--- src/rtl/common_types_pkg.sv ---
// common_types_pkg: shared word type plus the I/D request arbiter's state, request and mode types.
package common_types_pkg;

    typedef logic [31:0] word_t;

    typedef enum logic [1:0] {IDLE, BUSY_I, BUSY_D, RELEASE} arb_state_t;

    typedef struct packed {
        logic       read;
        logic [1:0] write;
        word_t      addr;
        word_t      store;
    } arb_req_t;

    localparam int ARB_RR      = 0;
    localparam int ARB_FIXED_D = 1;

endpackage

--- src/rtl/axi_request_arbiter.sv ---
// axi_request_arbiter: shares one AXI controller port between I-fetch and D-memory requesters,
// one registered transaction in flight, round-robin or D-priority with a starvation guard.
module axi_request_arbiter
    import common_types_pkg::*;
#(
    parameter int ARB_MODE     = ARB_RR,
    parameter int STARVE_LIMIT = 4
) (
    input  logic        clk,
    input  logic        nrst,
    input  logic        i_read,
    input  word_t       i_addr,
    output logic        i_ready,
    output word_t       i_load,
    input  logic        d_read,
    input  logic [1:0]  d_write,
    input  word_t       d_addr,
    input  word_t       d_store,
    output logic        d_ready,
    output word_t       d_load,
    output logic        m_read,
    output logic [1:0]  m_write,
    output word_t       m_addr,
    output word_t       m_store,
    output logic        m_done,
    input  logic        m_ready,
    input  word_t       m_load
);

    localparam logic [3:0] LIMIT = 4'(STARVE_LIMIT);

    arb_state_t state, state_next;
    arb_req_t   req, req_next;
    logic       last_d, last_d_next;
    logic [3:0] starve, starve_next;
    logic       req_i, req_d, pick_d, busy;

    always_comb begin
        req_i       = i_read;
        req_d       = d_read | (|d_write);
        pick_d      = req_d & (!req_i | (ARB_MODE == ARB_RR ? !last_d : starve != LIMIT));
        busy        = state == BUSY_I || state == BUSY_D;
        state_next  = state;
        req_next    = req;
        last_d_next = last_d;
        starve_next = starve;
        case (state)
            IDLE: if (req_i | req_d) begin
                state_next     = pick_d ? BUSY_D : BUSY_I;
                last_d_next    = pick_d;
                starve_next    = pick_d & i_read ? (starve == LIMIT ? starve : starve + 4'd1) : 4'd0;
                // a D read takes precedence over a simultaneous store size
                req_next.read  = !pick_d | d_read;
                req_next.write = pick_d & !d_read ? d_write : 2'b00;
                req_next.addr  = pick_d ? d_addr : i_addr;
                req_next.store = pick_d & !d_read ? d_store : req.store;
            end
            BUSY_I, BUSY_D: if (m_ready) begin
                state_next     = RELEASE;
                req_next.read  = 1'b0;
                req_next.write = 2'b00;
            end
            default: state_next = IDLE;
        endcase
    end

    always_ff @(posedge clk) begin
        if (!nrst) begin
            state  <= IDLE;
            req    <= '0;
            last_d <= 1'b1;
            starve <= 4'd0;
        end else begin
            state  <= state_next;
            req    <= req_next;
            last_d <= last_d_next;
            starve <= starve_next;
        end
    end

    assign m_read  = req.read;
    assign m_write = req.write;
    assign m_addr  = req.addr;
    assign m_store = req.store;
    assign m_done  = busy & m_ready;
    assign i_ready = state == BUSY_I && m_ready;
    assign d_ready = state == BUSY_D && m_ready;
    assign i_load  = m_load;
    assign d_load  = m_load;

endmodule

--- config.mk ---
export PLATFORM = sky130hd
export DESIGN_NAME = axi_request_arbiter
export DESIGN_NICKNAME = d
export VERILOG_FILES = /design/src/rtl/common_types_pkg.sv /design/src/rtl/axi_request_arbiter.sv
export SDC_FILE = /design/constraint.sdc
export NUM_CORES = 1
export LEC_CHECK = 0
export BUFFER_PORTS_ARGS = -buffer_cell sky130_fd_sc_hd__buf_4
export CAP_MARGIN = 15
export CORE_AREA = 2 2 104 106
export DETAILED_ROUTE_END_ITERATION = 8
export DIE_AREA = 0 0 106 108
export PLACE_DENSITY = 0.69
export SLEW_MARGIN = 20
export SYNTH_ARGS = -nofsm -noshare
export SYNTH_HDL_FRONTEND = slang
export SYNTH_SLANG_ARGS = --single-unit
--- constraint.sdc ---
create_clock -name clk -period 2.31 [get_ports clk]
set_input_delay 0.5775 -clock clk [delete_from_list [all_inputs] [get_ports clk]]
set_output_delay 0.5775 -clock clk [all_outputs]
set_load 0.005 [all_outputs]
# After elaboration in Yosys (flattened, before gate mapping)
# Index checks and enable logic that the tools add are counted.
# classes
n_eq_ne	4
n_mux	10
bitwise_logic	7
reduce_logical	15
# ops
cell	n
67-bit 2-to-1 mux	1
32-bit 2-to-1 mux	2
2-bit 2-to-1 mux	4
3-bit one-hot mux with 2 select lines	1
3-bit AND reduction	2
1-bit logical NOT	4
2-bit != test (second input constant)	2
1-bit bitwise OR	4
2-bit one-hot mux with 2 select lines	1
2-bit AND reduction	2
2-bit OR reduction	2
1-bit AND	3
3-bit 2-to-1 mux	1
2-bit by 1-bit equality test with 1-bit output (second input constant)	1
2-bit equality test (second input constant)	1
1-bit logical AND	2
2-bit logical NOT	1
2-bit nonzero test	1
1-bit logical OR	1
# totals
reg_bits	70
output_inout_bits	134
word_cells	42

# Longest topological paths before layout
# Gate-level depths: netlist of the first run.
# logic_depth
ltp_word	7
depth_mapped	7

# Worst setup path before layout of the first run
# No wires, ideal clock.
# synth_timing
path_type	register to register
startpoint	register state[0]
endpoint	register req (netlist bit m_store[0])
setup_ns	0.128
arrival_ns	1.508
required_time_ns	2.182
setup_slack_ns	0.673
stages_incl_launch_ff	7
path_buffers	1
synth_period_minus_slack_ns	1.637
cell_sequence	dfxtp_1 inv_1 ha_1 inv_1 a2111oi_4 clkbuf_1 o21ai_0
# synth_between
elab_chain_cells	2
# synth_lines
element	line	text
start: declaration	axi_request_arbiter.sv:32	arb_state_t state, state_next;
start signal: assignment	axi_request_arbiter.sv:74	state <= state_next;
2-bit logical NOT	axi_request_arbiter.sv:47	case (state)
3-bit AND reduction (no line)	-	
end signal: assignment	axi_request_arbiter.sv:75	req <= req_next;
end: declaration	axi_request_arbiter.sv:33	arb_req_t req, req_next;
# Every way passes these cells.
# A chain may end at the register's enable or synchronous reset.

# Final worst setup path of the first run
# layout_timing
startpoint	register state[1]
endpoint	output m_done
# layout_between
elab_chain_cells	3
word_cells_on_any_way	4
# layout_lines
element	line	text
2-bit by 1-bit equality test with 1-bit output / 2-bit equality test (equally long branches)	axi_request_arbiter.sv:42	busy = state == BUSY_I || state == BUSY_D;
1-bit logical OR (*)	axi_request_arbiter.sv:42	
1-bit AND (*)	axi_request_arbiter.sv:85	assign m_done = busy & m_ready;
end: declaration	axi_request_arbiter.sv:25	output logic m_done,
# Every way passes the cells marked *; elsewhere a longest branch is shown, timed or not.

==> results.toml, run 1 <==
[critical_path]
arrival_ps = 1490
worstPathRequired_ps = 1730
max_stage_delay_ps = 380
path_cells = "inv_1 -> ha_1 -> and2_1 -> buf_4"
reg2reg_from = "state[1]"
cp.depth = 4
crit_end = "m_done"
worstPathMaxFanout = 7
critPathBufInv = 2
r2r_end = "m_addr[13]"
path_delay_family = "flip-flops"
start_kind = "flip-flop"
worst-r2r-setup-slack_ps = 500
startpoint = "state[1]"
crit_path_end_kind = "output pin"
r2r_cells = 7
critPathKind = "flip-flop to output pin"
crit_slowest_cell = "dfxtp_1"

[clocking]
cts_tree = "built"
htreeDepth = 3
clk_latency_ps = 330
cts_buffer_depth = 2
ctsResizeCount = 0
cts_root_buf = "clkbuf_8"
cts_hold_buf = 0
cts.sinks = 70
cts.reportedPaths.clkPinSlew_ps = 80
cts_setup_buffers = 0
cts_made_buffers = 9

[synthesis]
ys_ff_latch = 70
syn_nets = 568
synth-seq-area-share_pct = 41.68
ys.flop_type = "dfxtp_1"
ys_types = 31
synth-edff-count = 0
avgSynthCellArea_um2 = 7.837
yosys_warnings = 0
synth_area_um2 = 3362
async_flop_share_pct = 0
synth_cells = 429

[finish]
finalNetCount = 663
final.fill_count = 992
final_util_pct = 44.72
postLayoutCellArea_um2 = 4576
area_growth_pct = 36.10
diodes = 0
layout-drive-gt1-share_pct = 37.62

[power_and_ir_drop]
power.leakage_nw = 2.052
powerDensity_nw_per_um2 = 1078
combPwrFrac_pct = 39.4
power_w = 0.004933
p_sw_share_pct = 33.46
p_int_w = 0.003282
vdd_drop_max_mv = 0.3370
switchingPower_w = 0.001651
seqPwrFrac_pct = 35.5
power_frac_clock_pct = 25.0

[status]
status = "finished, final reports clean"

[die]
die_y_um = 108
die_area_um2 = 11450
rows = 37
ios = 269
initial_core_util_pct = 32.86
die_width_um = 106
core_um2 = 10230

[sta]
rsz0062_at_grt = "false"
setup_violations = 0
drv_slew = 0
slew_headroom_pct = 55.75
finalClockSkew_ps = 9.921
min_period_over_period_pct = 89.30
finalCriticalPeriod_ps = 2063
tightest_slew_ps = 663.7
final_hold_viol_count = 0
final.setup.tns_ps = 0
clock.fmax_mhz = 484.7
fin_ws_ps = 247.1

[routing]
routedWlPerCell_um = 13.08
drtAntennaViolNets = 0
viasPerCell = 4.759
wl_um = 8700
drc = 0
via_count = 3165
first_iter_violations = 207
drt_first_pass_iters = 4

[placed_design]
port_buffers = 172
place_ws_ps = 271.2
gp_congestion = 0.7349
dp_hpwl_um = 6443
placed_area_um2 = 4322

[global_routing]
grt_pass1_vias = 2922
antenna_found_initial = 0
grt_max_degree = 76
grt.total_usage_pct = 14.73
overflow = 0
grt_pass1_wl_um = 13700

[worst_hold_path]
hold_class = "flip-flop to flip-flop"

[job]
maxCapViolCount = 0
## synthesized netlist by cell type, drive strengths merged, types with 3 or more instances
master,instances,area share [%]
o21ai,65,9.7
mux2i,3,0.89
clkbuf,22,2.5
a21oi,4,0.71
buf,72,15
nand2,99,11
dfxtp,70,42
inv,4,0.45
and2,3,0.56
nand3,32,4.8
a31oi,32,6.0
ha,4,1.5
## worst min-delay path, stage by stage, from the launching register on
cell     delay (ps)
dfxtp_1         310
nand2_1          50
o21ai_1          50
## registers in the layout (all words and copies together), names as in the netlist
| name | cells |
|---|---|
| last_d | 1 |
| state | 2 |
| m_read | 1 |
| m_store | 32 |
| m_addr | 32 |
| m_write | 2 |
## kinds of logic (layout without fill, tap and decap cells)
group,Yosys count,count (layout),synth area share [%]
adders and majority gates,4,4,1.489
buffers and inverters,98,198,18.42
AOI/OAI and AO/OA,109,109,18.91
and+or+nand+nor,145,145,18.61
DFF,70,70,41.68
muxes,3,3,0.8932
## cell type report
| type | instances | area (µm²) | share of cell area (%) |
|---|---|---|---|
| Clock buffer | 10 | 137.6 | 3.008 |
| Clock inverter | 6 | 116.4 | 2.543 |
| Inverter | 4 | 15.01 | 0.3281 |
| Multi-Input combinational cell | 261 | 1349 | 29.48 |
| Sequential cell | 70 | 1401 | 30.63 |
| Tap cell | 136 | 170.2 | 3.719 |
| Timing Repair Buffer | 178 | 1386 | 30.30 |
## how the worst min path moves through the flow
stage,endpoint,depth (start not counted),slack (ps),from
final,m_store[26],2,450,m_store[26]
after global routing,m_store[5],3,450,d_store[5]
after CTS,m_store[3],3,440,d_store[3]
after detailed placement,m_store[26],2,450,m_store[26]
after global placement,m_store[27],2,440,m_store[27]
after floorplan,m_store[22],2,440,m_store[22]
## placed cells by master, fill, tap and decap left out, types with 3 or more instances in the layout
master     Yosys  final
nand3_1       32     32
dfxtp_1       70     70
buf_4         64    174
ha_1           4      4
o21ai_1        7      7
buf_12         0      4
clkbuf_8       0     10
nand2_1       99     99
a31oi_1       32     32
o21ai_0       58     58
inv_1          4      4
a21oi_1        3      3
bufinv_16      0      3
and2_1         3      3
mux2i_1        3      3
## layer usage
metal	vias up	wire length [µm]	track usage, %
met5	-	0	0
met4	0	112	4.793
met3	20	837	5.787
met2	156	4095	24.65
li1	1582	-	-
met1	1407	3654	17.39
## metrics by stage
step | cells | hold WS (ps)
2_1_floorplan | 429 | 444.7
4_1_cts | 665 | 435.2
3_3_place_gp | 649 | 437.3
6_report | 665 | 452.3
3_5_place_dp | 649 | 445.6
5_1_grt | 665 | 446.0
## power groups by stage
stage | sequential (W) | clock [W] | combinational, W
2_1_floorplan | 0.00178 | 0 | 0.00109
3_3_place_gp | 0.00177 | 0 | 0.00194
3_5_place_dp | 0.00177 | 0 | 0.00197
4_1_cts | 0.00176 | 0.00128 | 0.00198
5_1_grt | 0.00180 | 0.00134 | 0.00216
6_report | 0.00175 | 0.00123 | 0.00195
Note: power is estimated with default switching activity, not from simulation.
==> run 2, diff against run 1 <==
Settings changed: RECOVER_POWER from default to 100.
==> run 2 against run 1 <==
Worst setup slack worse by 37 ps; global-route usage unchanged; register-to-register slack got worse by 210 ps; core utilization fell by 0.62 points; worst hold slack improved by 4.0 ps; via count about the same; die area unchanged; count of clock-buffer cells in the layout is the same; power fell by 2.0%; largest power group unchanged.
==> results.toml, run 2 (synthesis results as in run 1) <==
[critical_path]
crit_path_end_kind = "output pin"
worst-r2r-setup-slack_ps = 290
r2r_end = "m_store[19]"
arrival_ps = 1520
r2r_cells = 6
critPathKind = "flip-flop to output pin"
worstPathRequired_ps = 1730
reg2reg_from = "state[1]"
worstPathMaxFanout = 7
start_kind = "flip-flop"

[sta]
final.setup.tns_ps = 0
rsz0062_at_grt = "false"
final_hold_viol_count = 0
drv_slew = 0
tightest_slew_ps = 1115
clock.fmax_mhz = 476.2
hold_ws_ps = 456.2
slew_headroom_pct = 25.64
finalClockSkew_ps = 11.54
fin_ws_ps = 209.9
min_period_over_period_pct = 90.91
finalCriticalPeriod_ps = 2100
setup_violations = 0

[global_routing]
antenna_found_initial = 0
overflow = 0
grt_max_degree = 76
grt_pass1_vias = 2922
grt.total_usage_pct = 14.73
grt_pass1_wl_um = 13700

[finish]
diodes = 0
layout_commonest_cell = "buf_4"
final_util_pct = 44.10
multi_input_area_um2 = 1335
area_growth_pct = 34.20
seqCellArea_um2 = 1401
finalNetCount = 663
mostFrequentLayoutCells = "buf_4, nand2_1, dfxtp_1, o21ai_0, clkbuf_4"
layout-drive-gt1-share_pct = 35.35
final.fill_count = 1009

[placed_design]
dp_hpwl_um = 6443
place_ws_ps = 271.2
port_buffers = 172
gp_congestion = 0.7349

[clocking]
cts.reportedPaths.clkPinSlew_ps = 80
cts_hold_buf = 0
cts_setup_buffers = 0
htreeDepth = 3
cts_tree = "built"
cts_buffer_depth = 2
clk_latency_ps = 330
cts_made_buffers = 9
ctsResizeCount = 0
cts_root_buf = "clkbuf_8"
cts.sinks = 70

[worst_hold_path]
hold_class = "flip-flop to flip-flop"
worstHoldStart = "m_store[20]"
min_to = "m_store[20]"
min_path_cells = 2

[die]
ios = 269
core_um2 = 10230
rows = 37
die_y_um = 108
die_width_um = 106
die_area_um2 = 11450
initial_core_util_pct = 32.86

[job]
maxCapViolCount = 0

[power_and_ir_drop]
power.leakage_nw = 1.972
power_w = 0.004832
powerDensity_nw_per_um2 = 1071
vdd_drop_max_mv = 0.3351

[routing]
via_count = 3167
drt_first_pass_iters = 4
viasPerCell = 4.762
drc = 0
first_iter_violations = 217
routedWlPerCell_um = 13.05
drtAntennaViolNets = 0
wl_um = 8679

[status]
status = "finished, final reports clean"
[run 2: cell types whose count changed in the layout (fill, tap and decap cells not counted), moves of 2 or more]
| cell | previous run | this run |
|---|---|---|
| and2_0 | 0 | 2 |
| and2_1 | 3 | 1 |
| buf_4 | 174 | 105 |
| clkbuf_1 | 0 | 9 |
| clkbuf_4 | 0 | 60 |
| o21ai_0 | 58 | 65 |
| o21ai_1 | 7 | 0 |
[run 2: area by class of cell]
class / instances / area share [%]
Clock inverter: 6 / 2.579
Clock buffer: 10 / 3.050
Sequential cell: 70 / 31.06
Inverter: 4 / 0.3328
Timing Repair Buffer: 178 / 29.62
Tap cell: 136 / 3.771
Multi-Input combinational cell: 261 / 29.59
[run 2: per-stage QoR]
stage               area [µm²]  cells
finish                    4512    665
global route              4512    665
CTS                       4576    665
detailed placement        4322    649
global placement          4322    649
floorplan                 3362    429
[run 2: worst max-delay path by stage]
stage | slack, ps | endpoint | from | cells after the start
after CTS | 220 | m_done | state[0] | 4
final | 210 | m_done | state[1] | 4
after floorplan | 670 | m_store[0] | state[0] | 6
after detailed placement | 270 | m_addr[22] | d_read | 6
after global routing | 90 | m_addr[16] | state[0] | 7
after global placement | 300 | m_addr[28] | d_read | 6
[run 2: worst max-delay path, stage by stage (launching register included)]
cell and delay [ps]:
dfxtp_1 370, inv_1 90, ha_1 400, and2_0 190, clkbuf_4 140
[run 2: routing by layer]
metal	vias up	part of all wire [%]	track usage, %
met5	-	0	0
met4	0	1.3	4.793
met3	20	9.0	5.787
met2	163	47	24.65
met1	1399	43	17.39
li1	1585	-	-
[run 2: power by group]
group	switching [W]	internal (W)
Combinational	0.000968	0.000885
Sequential	0.000183	0.00156
Clock	0.000478	0.000757
Total	0.00163	0.00320
==> run 3, diff against run 2 <==
Settings changed: CORE_AREA 2 2 104 106 to default, CORE_ASPECT_RATIO from default to 0.7, CORE_MARGIN from default to 1.5, CORE_UTILIZATION from default to 35, DIE_AREA 0 0 106 108 to default, GPL_ROUTABILITY_DRIVEN from default to 1, PLACE_DENSITY 0.69 to 0.73.
==> run 3 against run 2 <==
Via count grew 1.8%; critical endpoint unchanged; clock power is essentially flat; highest routed layer unchanged; clock skew shrank 7.2 ps; core utilization grew 5.4 points; flip-flop and latch count is the same; global-route usage grew 2.8 points; die area shrank 11%; critical path type unchanged; maximum frequency shrank 0.85%; non-clock buffer count shrank 1; sequential power is essentially flat; power grew 1.9%; worst hold slack lost 3.7 ps.
==> results.toml, run 3 (synthesis results as in run 1) <==
[worst_hold_path]
worstHoldStart = "m_store[22]"
hold_class = "flip-flop to flip-flop"

[clocking]
cts_hold_buf = 0
cts.reportedPaths.clkPinSlew_ps = 50
cts.sinks = 70
cts_tree = "built"
cts_root_buf = "clkbuf_16"
cts_made_buffers = 9
cts_setup_buffers = 0
cts_buffer_depth = 2
htreeDepth = 3
clk_latency_ps = 330
ctsResizeCount = 0

[critical_path]
critPathKind = "flip-flop to output pin"
path_delay_family = "adder cells"
reg2reg_from = "state[0]"
path_cells = "inv_1 -> ha_1 -> and2_0 -> clkbuf_4"
start_kind = "flip-flop"
arrival_ps = 1540
crit_slowest_cell = "ha_1"
worstPathRequired_ps = 1730
startpoint = "state[0]"
crit_path_end_kind = "output pin"
max_stage_delay_ps = 390
critPathBufInv = 2
worstPathMaxFanout = 7

[finish]
final.fill_count = 887
area_growth_pct = 35.28
mostFrequentLayoutCells = "buf_4, nand2_1, dfxtp_1, o21ai_0, clkbuf_4"
layout-drive-gt1-share_pct = 35.74
layout_commonest_cell = "buf_4"
final_util_pct = 49.54
diodes = 0
finalNetCount = 662

[die]
die_width_um = 120.1
core_um2 = 9180
die_y_um = 85
initial_core_util_pct = 36.62
ios = 269
die_area_um2 = 10210
rows = 29

[status]
status = "finished, final reports clean"

[power_and_ir_drop]
combPwrFrac_pct = 38.6
p_sw_share_pct = 33.44
switchingPower_w = 0.001647
powerDensity_nw_per_um2 = 1083
seqPwrFrac_pct = 35.8
power.leakage_nw = 1.994
p_int_w = 0.003279
vdd_drop_max_mv = 0.4045
power_frac_clock_pct = 25.7

[sta]
finalCriticalPeriod_ps = 2118
min_period_over_period_pct = 91.69
clock.fmax_mhz = 472.1
setup_violations = 0
drv_slew = 0
finalClockSkew_ps = 4.363
final.setup.tns_ps = 0
final_hold_viol_count = 0
slew_headroom_pct = 64.84
rsz0062_at_grt = "false"
tightest_slew_ps = 523.0

[placed_design]
port_buffers = 172
gp_congestion = 0.7266
dp_hpwl_um = 6348

[global_routing]
grt_pass1_wl_um = 14370
overflow = 0
grt_pass1_vias = 2999
grt_max_degree = 65
antenna_found_initial = 0
grt.total_usage_pct = 17.53

[routing]
drtAntennaViolNets = 0
via_count = 3224
wl_um = 8836
routedWlPerCell_um = 13.59
drc = 0
first_iter_violations = 149
drt_first_pass_iters = 5
viasPerCell = 4.960

[job]
maxCapViolCount = 0
[run 3: changes by cell type in the layout (fill, tap and decap cells not counted), sizes merged]
| cell | previous run | this run |
|---|---|---|
| bufinv | 3 | 0 |
| clkbuf | 79 | 81 |
| inv | 6 | 4 |
[run 3: layer usage]
metal  vias to the layer above  share of wire (%)  GRT usage (%)
li1                       1577                  -              -
met1                      1471                 44          22.04
met2                       152                 44          25.66
met3                        24                9.9          8.401
met4                         0                1.6          7.468
met5                         -                  0              0
[run 3: final timing paths]
path                               endpoint  cells after the start  slack, ps
worst max-delay path                 m_done                      4        190
worst min-delay path            m_store[22]                      2        450
worst max register to register    m_addr[9]                      7        450
worst min register to register  m_store[22]                      2        450
[run 3: layout make-up]
class                   instances  area, µm²  area share [%]
clock buffers                  13      270.3           5.942
clock inverters                 1      5.005          0.1100
inverters                       4      15.01          0.3301
multi-input cells             261       1349           29.66
flip-flops and latches         70       1401           30.81
well taps                     124      155.1           3.411
repair buffers                177       1353           29.74
[run 3: through the flow]
stage	cell area (µm²)	cells	setup WS [ps]	power, W	hold slack (ps)
4_1_cts	4554	649	76.73	0.004992	448.7
3_5_place_dp	4279	635	60.77	0.003700	441.4
6_report	4548	650	191.9	0.004926	452.5
3_3_place_gp	4279	635	297.5	0.003619	435.9
5_1_grt	4548	650	90.49	0.005293	464.5
2_1_floorplan	3362	429	673.4	0.002866	444.7
[run 3: power by group through the flow]
stage | Sequential [W] | Clock [W] | Combinational [W]
after floorplan | 0.00178 | 0 | 0.00109
final | 0.00176 | 0.00126 | 0.00190
after detailed placement | 0.00179 | 0 | 0.00191
after CTS | 0.00177 | 0.00130 | 0.00192
after global routing | 0.00180 | 0.00136 | 0.00213
after global placement | 0.00178 | 0 | 0.00184
[run 3: tightest hold or removal path, delay by kind of cell, from the launching register on]
family           cells  cell delay (ps)
flip-flops           1              300
AO/OA/AOI/OAI        1               60
AND/OR/NAND/NOR      1               50
